[src/rtl/reg_write_arbiter.sv]
// reg_write_arbiter: arbitrates four register writers onto the single
// one-hot register-write port of InstructionProcessor. One write per cycle,
// registered grant/write outputs. A requester granted in the current cycle is
// masked from that cycle's decision. Optional ip-write lockout via ipLock.
// Policy: fixed priority (0 highest) by default; round-robin when the macro
// REG_ARB_ROUND_ROBIN_EN is defined.
module reg_write_arbiter #(
    parameter int unsigned WIDTH       = 16,
    parameter int unsigned REGS_CODING = 8,
    parameter int unsigned REQS        = 4
) (
    input  logic                                   clock,
    input  logic                                   reset,
    input  logic [REQS-1:0]                        req,
    input  logic [$clog2(REGS_CODING)*REQS-1:0]    reqReg,
    input  logic [WIDTH*REQS-1:0]                  reqData,
    input  logic                                   ipLock,
    output logic [REQS-1:0]                        grant,
    output logic [REGS_CODING-1:0]                 regChoose,
    output logic [WIDTH-1:0]                       regData,
    output logic                                   busy
);

    localparam int unsigned IDXW = $clog2(REGS_CODING);
    localparam int unsigned PTRW = $clog2(REQS);
    localparam logic [IDXW-1:0] IP_INDEX = IDXW'(REGS_CODING - 1);

    logic [REQS-1:0]        eligible;
    logic                   found;
    logic [PTRW-1:0]        win_idx;
    logic [REQS-1:0]        win_oh;
    logic [IDXW-1:0]        win_reg;
    logic [WIDTH-1:0]       win_data;
    logic [REGS_CODING-1:0] choose_next;
    logic                   busy_next;

`ifdef REG_ARB_ROUND_ROBIN_EN
    logic [PTRW-1:0]        ptr;
    logic [PTRW-1:0]        cand;
`endif

    // Eligibility: pending, not granted this cycle, and not an ip write while locked.
    always_comb begin
        eligible = '0;
        for (int unsigned i = 0; i < REQS; i++) begin
            eligible[i] = req[i] && !grant[i] &&
                          !(ipLock && (reqReg[i*IDXW +: IDXW] == IP_INDEX));
        end
    end

    // Winner selection and write-data mux.
    always_comb begin
        found    = 1'b0;
        win_idx  = '0;
        win_oh   = '0;
        win_reg  = '0;
        win_data = '0;
`ifdef REG_ARB_ROUND_ROBIN_EN
        cand     = '0;
        // Search starts after the last winner; the add wraps modulo REQS.
        for (int unsigned k = 1; k <= REQS; k++) begin
            cand = ptr + PTRW'(k);
            if (!found && eligible[cand]) begin
                found   = 1'b1;
                win_idx = cand;
            end
        end
`else
        for (int unsigned i = 0; i < REQS; i++) begin
            if (!found && eligible[i]) begin
                found   = 1'b1;
                win_idx = PTRW'(i);
            end
        end
`endif
        for (int unsigned i = 0; i < REQS; i++) begin
            if (win_idx == PTRW'(i)) begin
                win_reg  = reqReg[i*IDXW +: IDXW];
                win_data = reqData[i*WIDTH +: WIDTH];
            end
        end
        if (found) begin
            win_oh[win_idx] = 1'b1;
        end
    end

    // Next-cycle write strobe and contention flag.
    always_comb begin
        choose_next = '0;
        if (found) begin
            choose_next = REGS_CODING'(1) << win_reg;
        end
        busy_next = |(req & ~grant & ~win_oh);
    end

    // Registered grant/write outputs; regData holds when nothing wins.
    always_ff @(posedge clock) begin
        if (reset) begin
            grant     <= '0;
            regChoose <= '0;
            regData   <= '0;
            busy      <= 1'b0;
        end else begin
            grant     <= win_oh;
            regChoose <= choose_next;
            busy      <= busy_next;
            if (found) begin
                regData <= win_data;
            end
        end
    end

`ifdef REG_ARB_ROUND_ROBIN_EN
    // Round-robin pointer: last granted index, moves only on a grant.
    always_ff @(posedge clock) begin
        if (reset) begin
            ptr <= PTRW'(REQS - 1);
        end else if (found) begin
            ptr <= win_idx;
        end
    end
`endif

endmodule

[config.mk]
export PLATFORM = sky130hd
export DESIGN_NAME = reg_write_arbiter
export DESIGN_NICKNAME = d
export VERILOG_FILES = /design/src/rtl/reg_write_arbiter.sv
export SDC_FILE = /design/constraint.sdc
export NUM_CORES = 1
export LEC_CHECK = 0
export CAP_MARGIN = 20
export CELL_PAD_IN_SITES_DETAIL_PLACEMENT = 1
export CELL_PAD_IN_SITES_GLOBAL_PLACEMENT = 1
export CORE_MARGIN = 3
export CORE_UTILIZATION = 43
export CTS_BUF_LIST = sky130_fd_sc_hd__clkbuf_4
export DETAILED_ROUTE_END_ITERATION = 10
export DONT_BUFFER_PORTS = 1
export GPL_TIMING_DRIVEN = 0
export PLACE_DENSITY_LB_ADDON = 0.1
export SLEW_MARGIN = 30
export SYNTH_ARGS = -nofsm -noshare
export SYNTH_HDL_FRONTEND = slang
export SYNTH_SLANG_ARGS = --single-unit
[constraint.sdc]
create_clock -name clock -period 2.45 [get_ports clock]
set_clock_uncertainty 0.2 [all_clocks]
set_input_delay 0.49 -clock clock [delete_from_list [all_inputs] [get_ports clock]]
set_output_delay 0.49 -clock clock [all_outputs]
set_load 0.005 [all_outputs]
# Yosys cells after proc, flatten, opt, wreduce, memory -nomap -nowiden
# Index checks and enable logic that the tools add are counted.
op_classes:
  bitwise: 5
  muxes: 18
  order_cmp: 2
  n_reduce_logical: 30
  shift: 1
  n_eq_ne: 7
op_table:
  columns: ["operator", "count"]
  rows:
  - ["$mux W16", 4]
  - ["$logic_and A1 B1 Y1", 16]
  - ["$eq A3 B3 Y1 const B", 4]
  - ["$mux W3", 4]
  - ["$logic_not A1 Y1", 11]
  - ["$and A4 B4 Y4", 2]
  - ["$not A4 Y4", 2]
  - ["$shl A1 B3 Y8 const A", 1]
  - ["$mux W1", 6]
  - ["$eq A2 B2 Y1 const B", 2]
  - ["$mux W2", 2]
  - ["$mux W4", 1]
  - ["$reduce_or A4 Y1", 1]
  - ["$lt A2 B3 Y1 const B", 1]
  - ["$demux W1 S2", 1]
  - ["$eq A2 B1 Y1 const B", 1]
  - ["$ge A2 B1 Y1 const B", 1]
  - ["$logic_not A2 Y1", 1]
  - ["$reduce_or A2 Y1", 1]
  - ["$not A1 Y1", 1]
totals:
  word_cells: 67
  input_bits: 83
  ff_bits: 29
  out_inout_bits: 29

# Longest topological paths before layout
# Gate-level depths: netlist of run 1.
logic_depth:
  word_depth: 22
  ltp_mapped: 9
  ltp_nobuf: 6

# Worst setup path after synthesis of run 1
# OpenSTA, ideal clock, no wires.
synth_path:
  path_type: "input to register"
  from: "input req[1]"
  to: "register regData[15]"
  setup_time_ns: 0.128
  setup_slack_ns: 0.297
  t_required_ns: 2.122
  arrival_ns: 1.826
  stages: 9
  path_buffers: 3
  cell_sequence: "and2b_1 > and2_1 > buf_2 > buf_4 > buf_6 > a221oi_1 > nor2_1 > a221oi_1 > nor2_1"
synth_via:
  elab_chain_len: 15
  elab_cells_between_ends: 21
  classes_between: "eq/ne (3); mux (10); reduce/logical (8)"
synth_rtl:
  columns: ["item", "line", "text"]
  rows:
  - ["from (decl)", "14", "input logic [REQS-1:0] req,"]
  - ["$logic_and A1 B1 Y1 (*) (2 in a row)", "46", "eligible[i] = req[i] && !grant[i] &&"]
  - ["$logic_and A1 B1 Y1 (*)", "70", "if (!found && eligible[i]) begin"]
  - ["$mux W1", "70", null]
  - ["$logic_not A1 Y1", "70", null]
  - ["$logic_and A1 B1 Y1", "70", null]
  - ["$mux W1", "70", null]
  - ["$logic_not A1 Y1", "70", null]
  - ["$logic_and A1 B1 Y1", "70", null]
  - ["$mux W2", "70", null]
  - ["$logic_not A2 Y1", "77", "if (win_idx == PTRW'(i)) begin"]
  - ["$mux W16 (4 in a row)", "77", null]
  - ["to (signal assigned)", "108", "regData <= win_data;"]
  - ["to (decl)", "20", "output logic [WIDTH-1:0] regData,"]
# Every way passes the cells marked *; elsewhere a longest branch is shown, timed or not.
# A chain may end at the register's enable or synchronous reset.

# Worst setup path after layout of run 1
layout_path:
  from: "register grant[1]"
  to: "register regData[4]"
layout_via:
  elab_chain_len: 16
  elab_cells_between_ends: 22
  classes_between: "eq/ne (3); mux (10); reduce/logical (9)"
layout_rtl:
  columns: ["item", "line", "text"]
  rows:
  - ["from (decl)", "18", "output logic [REQS-1:0] grant,"]
  - ["from (signal assigned)", "104", "grant <= win_oh;"]
  - ["$logic_not A1 Y1 (*)", "46", null]
  - ["$logic_and A1 B1 Y1 (*) (2 in a row)", "46", null]
  - ["$logic_and A1 B1 Y1 (*)", "70", null]
  - ["$mux W1", "70", null]
  - ["$logic_not A1 Y1", "70", null]
  - ["$logic_and A1 B1 Y1", "70", null]
  - ["$mux W1", "70", null]
  - ["$logic_not A1 Y1", "70", null]
  - ["$logic_and A1 B1 Y1", "70", null]
  - ["$mux W2", "70", null]
  - ["$logic_not A2 Y1", "77", null]
  - ["$mux W16 (4 in a row)", "77", null]
# Marked as above.

==> results.txt, run 1 <==
* Run status: finished, final reports clean
- CTS hold repair buffers: 0
- For this run, the detailed router's first-pass iteration total came to 4.
* Total Negative Setup Slacks: 0 ns
- The worst setup path is captured at a flip-flop.
- In this run the worst path has a maximum fanout of 10.
* Library cell with the largest summed area after synthesis: sky130_fd_sc_hd__dfxtp_1
* TritonCTS clock tree: built
- Vias in the first global route: 1,586
* Via count: 1,510
* Beginning of the critical path: grant[1]
* Main flop type after synthesis: sky130_fd_sc_hd__dfxtp_1
- The mapped netlist covers 0.00152 mm².
- Post-synthesis area per instance: 8.26 µm²
* Boundary Pins: 112
* Total Power Consumption: 1.05 mW
- Internal power comes to 0.713 mW.
- Clock latency on the worst-skew pair, taken at its later pin, is 0.33 ns.
- Number of antenna violations at the first check in global routing: 0
- Global routing used 24.0% of the available tracks.
- Worst slack on hold paths: 0.0246 ns
- YS warnings: 0
- Clock-pin slew was measured on the worst setup and hold paths at 0.09 ns.
- Termination of the worst setup path: regData[4]
- Placeable core region: 0.00320 mm²
* Number of enable-type register cells in the synthesized netlist: 0
- In this run, the clock network consumes 25.7% of the power.
- CTS placed an instance of sky130_fd_sc_hd__clkbuf_4 at the clock tree root.
* Arrival time of data at the critical path endpoint: 2.33 ns
- Die height: 65.4 µm
- After layout, the minimum clock period comes to 2.33 ns.
- Worst path max stage delay: 0.36 ns
- The first global-routing pass estimated 7810 µm of wire.
- By area the synthesized netlist is led by sky130_fd_sc_hd__dfxtp_1 (38%), sky130_fd_sc_hd__a221oi_1 (17%), sky130_fd_sc_hd__nor2_1 (14%), sky130_fd_sc_hd__nor3_1 (2.6%), sky130_fd_sc_hd__a21oi_1 (2.0%).
* Die Wd: 65.4 µm
* Switching Fraction: 32.1%
- Clock buffer count from CTS: 5
- Post-synth net total: 267
- Clock tree sinks: 29
* Die area: 0.00428 mm²
- Leakage: 0.619 nW
- Counting the fill cells in the layout gives 420.
- The number of hold violations in the final report was 0.
- Level count of the clock H-tree: 2
- Post-Synthesis Cells: 184
- Worst path slowest cell: sky130_fd_sc_hd__dfxtp_1
- Sw Pwr: 0.337 mW
* Max Slew Vio Count: 0
- Initial Util: 47.4%
- Final worst-path setup slack: 0.121 ns
- GPL Wtd Cong: 0.819
- After floorplanning, the core was divided into 20 placement rows.
* Data required time at the worst endpoint: 2.45 ns
- Critical path's most frequent cell: sky130_fd_sc_hd__nor2_1
* Buffer levels on the longest clock path: 2
- The top cell type by area accounts for 38.2% of the synthesized area.
- Crit-path cells: and2b_2 -> and2_1 -> buf_2 -> buf_4 -> buf_6 -> a221oi_1 -> nor2_1 -> a221oi_2 -> nor2_1
* N_diodes: 0
- Reg-to-reg critical path endpoint: regData[4]
- Once layout is complete, the utilization of the core stands at 51.2%.
- Setup repair after global routing could not meet its margin everywhere.
- Dividing the detail-routed via count by the number of cells gives 6.40.
- After synthesis the netlist holds a flip-flop and latch count of 29.
- DP HPWL: 3990 µm
* Initial DRC Count: 70
* Wire length after detailed routing: 5110 µm
- The startpoint identified for the worst register-to-register timing path is grant[1].
- Remaining global-route overflow: 0
- Worst-case reg-to-reg path depth: 9
- Startpoint of the tightest hold check path: reset
- Critical path type: flip-flop to flip-flop
* Maximum number of pins on one net before global-route repair: 11
- Final setup violation count: 0
* Post-synthesis async set-or-reset flop share: 0%
- Count of input and output buffers: 0
* Count of unique library cells instantiated by Yosys: 35
* Worst setup slack after placement: 0.0227 ns
- Power per standard cell area: 640 mW/mm²
* FF-to-FF setup slack: 0.12 ns
* Share of the yosys chip area belonging to registers: 38.2%
* Number of max-capacitance violations reported: 0
- Combinational logic burns 22.8% of the power.
- Max Clock Freq: 429 MHz
- For the pin with the worst max-slew slack, the measured transition is 0.606 ns.
* VDD IR-drop max: 0.333 mV
- Detail Route Antenna Nets: 0
- In this run the worst hold path is classified as primary input to flip-flop.
- Post-CTS timing repair inserted 0 buffers for setup.
- The worst setup path is launched from a flip-flop.
- In this run, flip-flops and latches consume 51.5% of the power.
* Fraction of final layout cells with drive strength greater than 1: 14.1%
- Average detailed-routed wire length per instance: 21.7 µm
- Area added between synthesis and finish: 7.91%
- At the end of the flow, the number of nets in the layout was 274.
* Final worst path period share: 95.1%
* Number of remaining DRC errors: 0
- Worst-case headroom to the max-slew limit: 59.3%
-- power by group through the flow --
| stage | Sequential (mW) | Clock [mW] | Combinational (mW) |
|---|---|---|---|
| 3_5_place_dp | 0.552 | 0 | 0.235 |
| 6_report | 0.541 | 0.269 | 0.240 |
| 3_3_place_gp | 0.550 | 0 | 0.222 |
| 4_1_cts | 0.541 | 0.277 | 0.237 |
| 2_1_floorplan | 0.542 | 0 | 0.187 |
| 5_1_grt | 0.546 | 0.301 | 0.270 |
-- through the flow --
stage | instance area (µm²) | std cells
finish | 1640 | 236
global route | 1640 | 236
CTS | 1620 | 236
detailed placement | 1570 | 228
global placement | 1570 | 228
floorplan | 1520 | 184
-- worst max-delay path: cells and delay by family (launching register included) --
family                 cells  cell delay, ns
AOI/OAI and AO/OA          2            0.55
DFF                        1            0.36
and+or+nand+nor            4            0.58
buffers and inverters      3            0.51
-- repair_timing --
action	4_1_cts	5_1_grt
setup endpoints to repair	0	8
endpoints found under the hold margin	0	1
gates resized for setup	0	5
-- state kept, by name, indices dropped and copies added (netlist names) --
name	flops
regData	16
regChoose	8
grant	4
busy	1
-- metal layers --
metal	GRT usage, %	routed length [µm]	vias up
met5	0	0	-
met1	26.1	1870	720
met4	4.66	36	0
li1	-	-	702
met3	10.6	573	4
met2	43.1	2630	84
-- synth_stat cells, types with 3 or more instances --
master and instances:
sky130_fd_sc_hd__nor2_1 55, sky130_fd_sc_hd__a2bb2oi_1 3, sky130_fd_sc_hd__buf_4 3, sky130_fd_sc_hd__dfxtp_1 29, sky130_fd_sc_hd__buf_2 5, sky130_fd_sc_hd__o21ai_0 5, sky130_fd_sc_hd__a21oi_1 6, sky130_fd_sc_hd__nor3_1 8
sky130_fd_sc_hd__and2_1 3, sky130_fd_sc_hd__nand2_1 5, sky130_fd_sc_hd__clkbuf_1 4, sky130_fd_sc_hd__a221oi_1 30
-- cell usage in the layout (no fill, tap or decap), types with 3 or more instances in the layout --
cell type | netlist | layout
sky130_fd_sc_hd__clkbuf_1 | 4 | 3
sky130_fd_sc_hd__and2_1 | 3 | 3
sky130_fd_sc_hd__a221oi_1 | 30 | 28
sky130_fd_sc_hd__o21ai_0 | 5 | 5
sky130_fd_sc_hd__a21oi_1 | 6 | 6
sky130_fd_sc_hd__nand2_1 | 5 | 5
sky130_fd_sc_hd__buf_2 | 5 | 5
sky130_fd_sc_hd__buf_4 | 3 | 3
sky130_fd_sc_hd__nor2_1 | 55 | 55
sky130_fd_sc_hd__clkbuf_4 | 0 | 5
sky130_fd_sc_hd__dfxtp_1 | 29 | 29
sky130_fd_sc_hd__nor3_1 | 8 | 8
sky130_fd_sc_hd__a2bb2oi_1 | 3 | 3
-- cells by family (layout without fill, tap and decap cells) --
family                 Yosys count  after routing  synth area share, %
buffers and inverters           14             22                 5.11
AOI/OAI and AO/OA               52             52                 26.9
DFF                             29             29                 38.2
and+or+nand+nor                 89             89                 29.8
-- layout make-up --
cell class	count	area, µm²	area share, %
clock buffers	5	37.5	2.29
flip-flops and latches	29	581	35.4
plain buffers	14	78.8	4.81
clock inverters	3	12.5	0.763
well taps	44	55.1	3.36
multi-input cells	141	875	53.4
-- worst min-delay path by stage --
stage / cells after the start / endpoint
after global placement: 2 / regData[0]
after floorplan: 2 / regData[0]
after global routing: 1 / grant[3]
final: 1 / grant[3]
after detailed placement: 2 / regData[0]
after CTS: 1 / grant[3]
(Power assumes the default switching activity.)
==> run 2, diff against run 1 <==
CORE_UTILIZATION = 47   (was 43)
clock period = 2.8 ns   (was 2.45 ns; I/O delays follow)
==> run 2 against run 1 <==
Effect of this change:
- setup slack better by 0.35 ns
- register-to-register slack improved by 0.35 ns
- global-route usage up 1.6 points
- sequential power is 13% lower
- maximum frequency fell by 0.13%
- final area grew 2.3%
- via count decreased by 0.46%
- count of clock-buffer cells in the layout unchanged
- critical path depth unchanged
- hold slack better by 0.064 ns
==> results.txt, run 2 (synthesized netlist as in run 1, its figures left out) <==
* Max Clock Freq: 429 MHz (-0.13%)
- Count of filler cells inserted in the layout: 394 (-6.2%)
* Number of max-capacitance violations reported: 0 (unchanged)
- Clock tree sinks: 29 (unchanged)
- Number of remaining DRC errors: 0 (unchanged)
* # rows: 20 (unchanged)
- Worst slew pin tran: 0.566 ns (-0.0405 ns)
- The total of endpoints with negative setup slack in the final report was 0 (unchanged).
- Detail Route Antenna Nets: 0 (unchanged)
* Total Negative Setup Slacks: 0 ns (unchanged)
* Buffer levels on the longest clock path: 2 (unchanged)
- Number of setup buffers added after CTS: 0 (unchanged)
* Hold Vio Cnt, Final: 0 (unchanged)
* Clock buffer count from CTS: 5 (unchanged)
- Relative to the synthesized area, the layout overhead comes to 10.4%.
* Highest fanout seen on the critical path: 10 (unchanged)
- CTS hold repair buffers: 0 (unchanged)
- Vias in the first global route: 1,607 (+1.3%)
* Placeable core region: 0.00308 mm² (-3.9%)
* Nets@finish: 274 (unchanged)
* Arrival time of data at the critical path endpoint: 2.33 ns (about the same)
- The total count of max-transition violations in the final report was 0 (unchanged).
* Non-filler instance count after layout: 236 (unchanged)
- The count of TritonRoute iterations in the first routing pass was 4 (unchanged).
- Initial DRC Count: 51 (-27%)
- Critical Path Source Type: flip-flop
- The routability congestion estimate from global placement was 0.836 (+2.1%).
- Die area: 0.00395 mm² (-7.7%)
- Minimum clock period after layout: 2.33 ns (+0.00299 ns)
- The maximum number of pins on one net before global-route repair was 11 (unchanged).
* Multi-input gate area in the final layout: 861 µm² (-1.6%)
- The number of antenna violations at the first check in global routing is 0 (unchanged).
- Count of input and output buffers: 0 (unchanged)
- Via-per-instance ratio: 6.37 (-0.46%)
- The worst supply voltage drop on vdd is 0.306 mV (-8.1%).
- Leakage: 0.634 nW (+2.5%)
- Remaining global-route overflow: 0 (unchanged)
- The antenna diode count was 0 (unchanged).
- Most flop-heavy register: regData
- The first-pass GRT wire length is 7990 µm (+2.3%).
- The number of instances in the placed design was 228 (unchanged).
- The library cells used most frequently in the layout, excluding fill and tap cells, are sky130_fd_sc_hd__nor2_1 (55), sky130_fd_sc_hd__a221oi_1 (30), sky130_fd_sc_hd__dfxtp_1 (29).
- DP HPWL: 3800 µm (-4.8%)
- Number of flip-flops under the largest register name: 16 (unchanged)
- Utilization after layout: 54.5% (+3.3 points)
- The I/O pin total was 112 (unchanged).
* Worst slack on hold paths: 0.0886 ns (+0.0640 ns)
- The average detailed-routed wire length per instance came to 20.5 µm (-5.3%).
* Data required time at the worst endpoint: 2.80 ns (+0.35 ns)
* Die Wd: 62.9 µm (-4.0%)
- The remaining max-slew budget at the tightest pin came to 61.3% (+2.0 points).
* Power per standard cell area: 660 mW/mm² (+3.1%)
* Setup repair after global routing missed its margin: false
- Critical path type: flip-flop to flip-flop
* Total global routing track utilization: 25.6% (+1.6 points)
- Registers with the most flip-flops: regData x16, regChoose x8, grant x4
- The proportion of layout cells with a drive suffix above 1 came to 13.0% (-1.0 points).
- Level count of the clock H-tree: 2 (unchanged)
- Run status: finished, final reports clean
* TritonCTS clock tree: built
- Initial Util: 49.3% (+1.9 points)
* Reg clk slew, reported paths: 0.10 ns (about the same)
- Die height: 62.9 µm (-4.0%)
- The library cell used most frequently in the layout, excluding fill and tap cells, is sky130_fd_sc_hd__nor2_1.
- Setup crit end kind: flip-flop
* Path class of the lowest-slack min-delay path: primary input to flip-flop
- Post-cts repair resize count: 0 (unchanged)
* Register area: 581 µm² (unchanged)
- Via count: 1,503 (-0.46%)
- The detailed-route wire length is 4840 µm (-5.3%).
- Clock network latency to the later pin of the worst-skew pair: 0.32 ns (about the same)
- Clock tree root driver cell: sky130_fd_sc_hd__clkbuf_4
- Final worst path period share: 83.3% (-12 points)
==> run 2: changes by cell type in the layout (fill, tap and decap cells not counted) <==
cell,delta
sky130_fd_sc_hd__clkinv_1,-2
sky130_fd_sc_hd__bufinv_16,+2
sky130_fd_sc_hd__clkbuf_1,+1
sky130_fd_sc_hd__and2b_2,-1
sky130_fd_sc_hd__a221oi_1,+2
sky130_fd_sc_hd__clkbuf_2,-1
sky130_fd_sc_hd__and2b_1,+1
sky130_fd_sc_hd__a221oi_2,-2
==> run 2: power breakdown <==
group          total [mW]  internal [mW]  switching (mW)  leakage [nW]
sequential          0.473          0.447          0.0252         0.240
clock               0.427          0.276           0.151        0.0552
combinational       0.207         0.0841           0.123         0.339
total                1.11          0.808           0.299         0.634
==> run 2: path summary, 6_finish.rpt <==
kind | depth (start not counted) | endpoint | slack [ns] | from
hold reg to reg | 2 | regData[0] | 0.31 | regData[0]
hold / removal | 1 | grant[3] | 0.09 | reset
setup / recovery | 9 | regData[5] | 0.47 | grant[1]
setup reg to reg | 9 | regData[5] | 0.47 | grant[1]
==> run 2: critical path: stages (launching register included) <==
cell,delay (ns)
sky130_fd_sc_hd__dfxtp_1,0.36
sky130_fd_sc_hd__and2b_1,0.25
sky130_fd_sc_hd__and2_1,0.15
sky130_fd_sc_hd__buf_2,0.17
sky130_fd_sc_hd__buf_4,0.19
sky130_fd_sc_hd__buf_6,0.15
sky130_fd_sc_hd__a221oi_1,0.35
sky130_fd_sc_hd__nor2_1,0.07
sky130_fd_sc_hd__a221oi_1,0.24
sky130_fd_sc_hd__nor2_1,0.07
==> run 2: area by class of cell <==
| cell class | instances | share of cell area, % |
|---|---|---|
| buffer | 14 | 4.63 |
| clock buffer | 5 | 2.24 |
| clock inverter | 3 | 3.88 |
| multi-input combinational | 141 | 51.3 |
| sequential | 29 | 34.6 |
| tap | 44 | 3.28 |
==> run 2: routing by layer <==
metal / up-vias / wire (µm) / share of wire, % / track usage [%]
met4: 0 / 82 / 1.7 / 7.16
li1: 707 / - / - / -
met3: 7 / 433 / 8.9 / 10.3
met5: - / 0 / 0 / 0
met1: 714 / 1850 / 38 / 27.1
met2: 75 / 2470 / 51 / 46.6
==> run 2: per-stage QoR <==
step	power (mW)	cell area (µm²)	worst slack, ns
global route	1.17	1680	0.290
global placement	0.674	1570	0.397
CTS	1.11	1680	0.460
floorplan	0.638	1520	0.577
detailed placement	0.687	1570	0.254
finish	1.11	1680	0.468
